==> src/rtl/hdmi_yc422_packer.sv <==
// YCbCr 4:4:4 -> 4:2:2 packer for the ADV7511 16-bit bus, with active-line length measurement.
// Fixed 3-clock latency on de/hs/vs/data; one pixel per clock, never stalls.
module hdmi_yc422_packer #(
    parameter int          FILTER  = 1,
    parameter logic [7:0]  BLANK_Y = 8'h10,
    parameter logic [7:0]  BLANK_C = 8'h80
) (
    input  logic        clk,
    input  logic        rstn,
    input  logic        in_de,
    input  logic        in_hs,
    input  logic        in_vs,
    input  logic [23:0] in_data,
    output logic        out_de,
    output logic        out_hs,
    output logic        out_vs,
    output logic [15:0] out_data,
    output logic [11:0] line_len,
    output logic        odd_line,
    input  logic        clr_odd
);

    logic        s1_de_q, s1_hs_q, s1_vs_q, s1_odd_q;
    logic [23:0] s1_dat_q;
    logic        s2_de_q, s2_hs_q, s2_vs_q, s2_odd_q;
    logic [23:0] s2_dat_q;
    logic [7:0]  prev_cr_q;
    logic        out_de_q, out_hs_q, out_vs_q;
    logic [15:0] out_dat_q, out_dat_d;
    logic        phase_q, phase_d, pix_odd;
    logic [11:0] cnt_q, cnt_d, line_len_q, line_len_d;
    logic        odd_q, odd_d;
    logic        de_fall;
    logic [8:0]  sum_cb, sum_cr;
    logic [7:0]  chroma;

    // A rising DE forces the incoming pixel to EVEN; the phase then toggles per active pixel.
    always_comb begin
        pix_odd = (in_de && !s1_de_q) ? 1'b0 : phase_q;
        phase_d = in_de ? ~pix_odd : phase_q;
    end

    // Stage 2 sees pixel k, stage 1 already holds k+1 (or blanking when k is the last pixel).
    always_comb begin
        sum_cb = {1'b0, s2_dat_q[15:8]} + {1'b0, s1_dat_q[15:8]} + 9'd1;
        sum_cr = {1'b0, prev_cr_q} + {1'b0, s2_dat_q[7:0]} + 9'd1;
        chroma = s2_dat_q[15:8];
        if (FILTER == 0) begin
            chroma = s2_odd_q ? s2_dat_q[7:0] : s2_dat_q[15:8];
        end else if (s2_odd_q) begin
            chroma = sum_cr[8:1];
        end else if (s1_de_q) begin
            chroma = sum_cb[8:1];
        end
        out_dat_d = s2_de_q ? {chroma, s2_dat_q[23:16]} : {BLANK_C, BLANK_Y};
    end

    always_comb begin
        de_fall    = !in_de && s1_de_q;
        cnt_d      = cnt_q;
        line_len_d = line_len_q;
        odd_d      = odd_q;
        if (de_fall) begin
            cnt_d      = 12'd0;
            line_len_d = cnt_q;
        end else if (in_de && cnt_q != 12'hFFF) begin
            cnt_d = cnt_q + 12'd1;
        end
        if (clr_odd) begin
            odd_d = 1'b0;
        end
        if (de_fall && cnt_q[0]) begin
            odd_d = 1'b1;
        end
    end

    always_ff @(posedge clk or negedge rstn) begin
        if (!rstn) begin
            s1_de_q    <= 1'b0;
            s1_hs_q    <= 1'b0;
            s1_vs_q    <= 1'b0;
            s1_odd_q   <= 1'b0;
            s1_dat_q   <= 24'd0;
            s2_de_q    <= 1'b0;
            s2_hs_q    <= 1'b0;
            s2_vs_q    <= 1'b0;
            s2_odd_q   <= 1'b0;
            s2_dat_q   <= 24'd0;
            prev_cr_q  <= 8'd0;
            out_de_q   <= 1'b0;
            out_hs_q   <= 1'b0;
            out_vs_q   <= 1'b0;
            out_dat_q  <= {BLANK_C, BLANK_Y};
            phase_q    <= 1'b0;
            cnt_q      <= 12'd0;
            line_len_q <= 12'd0;
            odd_q      <= 1'b0;
        end else begin
            s1_de_q    <= in_de;
            s1_hs_q    <= in_hs;
            s1_vs_q    <= in_vs;
            s1_odd_q   <= pix_odd;
            s1_dat_q   <= in_data;
            s2_de_q    <= s1_de_q;
            s2_hs_q    <= s1_hs_q;
            s2_vs_q    <= s1_vs_q;
            s2_odd_q   <= s1_odd_q;
            s2_dat_q   <= s1_dat_q;
            prev_cr_q  <= s2_dat_q[7:0];
            out_de_q   <= s2_de_q;
            out_hs_q   <= s2_hs_q;
            out_vs_q   <= s2_vs_q;
            out_dat_q  <= out_dat_d;
            phase_q    <= phase_d;
            cnt_q      <= cnt_d;
            line_len_q <= line_len_d;
            odd_q      <= odd_d;
        end
    end

    assign out_de   = out_de_q;
    assign out_hs   = out_hs_q;
    assign out_vs   = out_vs_q;
    assign out_data = out_dat_q;
    assign line_len = line_len_q;
    assign odd_line = odd_q;

endmodule
==> config.mk <==
export PLATFORM = sky130hd
export DESIGN_NAME = hdmi_yc422_packer
export DESIGN_NICKNAME = d
export VERILOG_FILES = /design/src/rtl/hdmi_yc422_packer.sv
export SDC_FILE = /design/constraint.sdc
export NUM_CORES = 1
export LEC_CHECK = 0
export CAP_MARGIN = 20
export CORE_MARGIN = 2
export CORE_UTILIZATION = 30
export CTS_BUF_LIST = sky130_fd_sc_hd__clkbuf_16
export DETAILED_ROUTE_END_ITERATION = 8
export PLACE_DENSITY = 0.49
export SLEW_MARGIN = 20
export SYNTH_ARGS = -nofsm -noshare
export SYNTH_HDL_FRONTEND = slang
export SYNTH_SLANG_ARGS = --single-unit
==> constraint.sdc <==
create_clock -name clk -period 4.35 [get_ports clk]
set_input_delay 0.87 -clock clk [delete_from_list [all_inputs] [get_ports clk]]
set_output_delay 0.87 -clock clk [all_outputs]
set_load 0.05 [all_outputs]
==> results.tsv <==
stage	metric	value	unit
critical_path	crit_slowest_cell	clkdlybuf4s50_1	
layout	nFillCells	1313	
critical_path	path_delay_family	buffers and inverters	
detailed_routing	routed-wl-met2	3.74	mm
detailed_routing	routed_wl	7.91	mm
timing	worst_slew_pin_slew	0.780	ns
timing	period_needed	2.55	ns
layout	layout.nets	455	
cts	htree_levels	3	
detailed_routing	wl_met1	3.66	mm
place	portBuffers	61	
logic_synthesis	synth_area	4100	um2
timing	setup_viol	0	
timing	tns	0	ns
logic_synthesis	synth-seq-cells	109	
logic_synthesis	avgSynthCellArea	12.1	um2
timing	fin_crit_sh	58.6	%
die	pin_count	62	
cts	clock_path_buffers	2	
critical_path	startpoint_type	register	
critical_path	worst_setup_path_end_kind	primary output	
grt	grt_max_degree	62	
logic_synthesis	synth_cells	340	
logic_synthesis	yosysWarningCount	0	
detailed_routing	antenna_left	0	
logic_synthesis	synth.net_count	387	
grt	grt_usage	12.3	%
detailed_routing	drt-pass1-iter-count	4	
layout	final_cell_mix	dfrtp_1 (107), clkdlybuf4s50_1 (60), nand2_1 (58)	
cts	cts_hold_buf	0	
logic_synthesis	synth.distinct_cells	47	
grt	grt-ovfl-total	0	
grt	antenna_found_initial	0	
detailed_routing	wl_per_cell	13.4	um
cts	cts_tree	done	
critical_path	cp.required	3.48	ns
power_and_ir_drop	vdd_ir_drop_max	225	uV
layout	area_growth	27.7	%
worst_hold_path	hold_class	reg -> reg	
layout	final_cell_area	5230	um2
layout	layout_commonest_cell	dfrtp_1	
grt	grt_pass1_wl	13.9	mm
detailed_routing	met3_length	412	um
logic_synthesis	synth_edf_count	0	
status	status	complete, no violations	
run	drv_cap	0	
place	detailed_place_hpwl	5.34	mm
layout	n_antenna_cell	0	
logic_synthesis	async_flop_share	100	%
die	start_util	30.8	%
cts	cts_made_buffers	9	
timing	clock_skew	0.00515	ns
die	core_region_area	13300	um2
timing	slew_headroom	48.0	%
logic_synthesis	ys.flop_type	dfrtp_1	
detailed_routing	num_vias	2656	
cts	postCtsSetupBuffers	0	
place	post_dp_cell_area	4920	um2
grt	grt_pass1_vias	2824	
cts	clock_sinks	109	
cts	clock_latency	0.35	ns
power_and_ir_drop	p_leak	0.00232	uW
logic_synthesis	yosysSeqAreaShare	66.6	%
timing	rsz0062_at_grt	no	
place	gp_congestion	0.792	
die	die_h	121	um
detailed_routing	drc	0	
timing	achievable-frequency	0.392	GHz
detailed_routing	first_iter_violations	107	
layout	drive_above_1_share	7.02	%
die	std_cell_rows	42	
detailed_routing	routed_via_density	4.51	
detailed_routing	highest_layer	met4	
cts	cts.reportedPaths.clkPinSlew	0.08	ns
timing	drv_slew	0	
die	die_area	14600	um2
power_and_ir_drop	pwr_density_cell	446	nW/um2
cts	cts_resized	0	
die	dieWidth	121	um
critical_path	cp_cell_sequence	clkdlybuf4s50_1	
critical_path	crit_buf_inv	1	
cts	cts_root_buffer	clkbuf_16	
critical_path	crit_type	reg -> out	
critical_path	crit_fanout	1	
critical_path	cp.arrival	1.68	ns
timing	hold_violations	0	
critical_path	critPathMaxStageDelay	0.80	ns
## worst reg2reg max path: stages, from the launching register on
cell and delay (ns):
dfrtp_1 0.40, ha_1 0.33, nor2b_1 0.16, o2111a_1 0.25, o21ai_0 0.22, or3b_1 0.36, a31oi_1 0.23
## state kept, by name, indices dropped and copies added, names as in the netlist, 8 cells and up
signal,count
s1_dat_q,24
s2_dat_q,24
out_data,16
cnt_q,12
line_len,12
prev_cr_q,8
## where the power goes
part | internal, uW | leakage, uW | switching [uW] | total, uW
clock | 414 | 0.000151 | 416 | 830
combinational | 138 | 0.000840 | 225 | 362
sequential | 1090 | 0.00133 | 54.1 | 1140
total | 1640 | 0.00232 | 695 | 2330
## final cells by class
| class | count | area, um2 | area share, % |
|---|---|---|---|
| timing repair buffer | 63 | 623 | 11.9 |
| inverter | 10 | 37.5 | 0.717 |
| tap | 176 | 220 | 4.21 |
| sequential | 109 | 2730 | 52.2 |
| multi-input combinational | 215 | 1310 | 25.0 |
| clock buffer | 9 | 225 | 4.30 |
| clock inverter | 7 | 86.3 | 1.65 |
## cells in the mapped netlist (all sizes together), types with 2 or more instances
| master | n | share of area (%) |
|---|---|---|
| a2111oi | 2 | 0.43 |
| a211oi | 2 | 0.37 |
| a21oi | 16 | 2.0 |
| a31oi | 4 | 0.61 |
| and2 | 7 | 1.1 |
| clkbuf | 6 | 0.55 |
| dfrtp | 107 | 65 |
| dfstp | 2 | 1.3 |
| fa | 2 | 0.98 |
| ha | 15 | 4.6 |
| inv | 10 | 0.92 |
| mux2 | 2 | 0.55 |
| mux2i | 4 | 0.98 |
| nand2 | 59 | 5.5 |
| nand2b | 5 | 0.76 |
| nand3 | 9 | 1.1 |
| nand4 | 5 | 0.92 |
| nor2 | 23 | 2.2 |
| nor2b | 3 | 0.46 |
| nor3 | 6 | 0.73 |
| o211ai | 2 | 0.37 |
| o21a | 3 | 0.55 |
| o21ai | 16 | 2.0 |
| o22ai | 3 | 0.46 |
| o31a | 2 | 0.46 |
| o31ai | 2 | 0.37 |
| or3 | 2 | 0.31 |
| xnor2 | 4 | 0.85 |
| xor2 | 3 | 0.64 |
## worst paths after layout
path,from,end,slack (ns),cells past startpoint
worst max-delay path,out_data[4],out_data[4],1.80,1
max in group asynchronous,rstn,out_data[4],2.88,2
worst min register to register,s1_dat_q[0],s2_dat_q[0],0.35,0
worst min-delay path,s1_dat_q[0],s2_dat_q[0],0.35,0
min in group asynchronous,rstn,prev_cr_q[2],0.59,1
worst max register to register,s2_dat_q[10],out_data[13],2.30,6
## per-layer routing
| layer | vias to the layer above | GRT usage, % |
|---|---|---|
| met4 | 0 | 3.71 |
| li1 | 1301 | - |
| met3 | 7 | 5.31 |
| met5 | - | 0 |
| met2 | 50 | 19.2 |
| met1 | 1298 | 15.6 |
## kinds of logic (layout without fill, tap and decap cells)
kind of cell | after synthesis | in the layout | synth area share (%)
compound gates | 59 | 59 | 9.01
xor+xnor | 7 | 7 | 1.50
fa+ha+maj | 17 | 17 | 5.56
buf+inv | 16 | 89 | 1.47
flops | 109 | 109 | 66.6
mux | 6 | 6 | 1.53
simple gates | 126 | 126 | 14.3
## per-stage QoR
step           worst slack (ns)  total power [uW]  instances  hold WS [ns]  utilization [%]
2_1_floorplan              2.50              1380        340         0.331                -
3_3_place_gp               1.55              1520        573         0.331             37.0
3_5_place_dp               1.48              1530        573         0.335             37.0
4_1_cts                    1.77              2380        589         0.352             39.3
5_1_grt                    1.75              2460        589         0.356             39.4
6_report                   1.80              2330        589         0.350             39.4
Note: power is estimated with default switching activity, not from simulation.
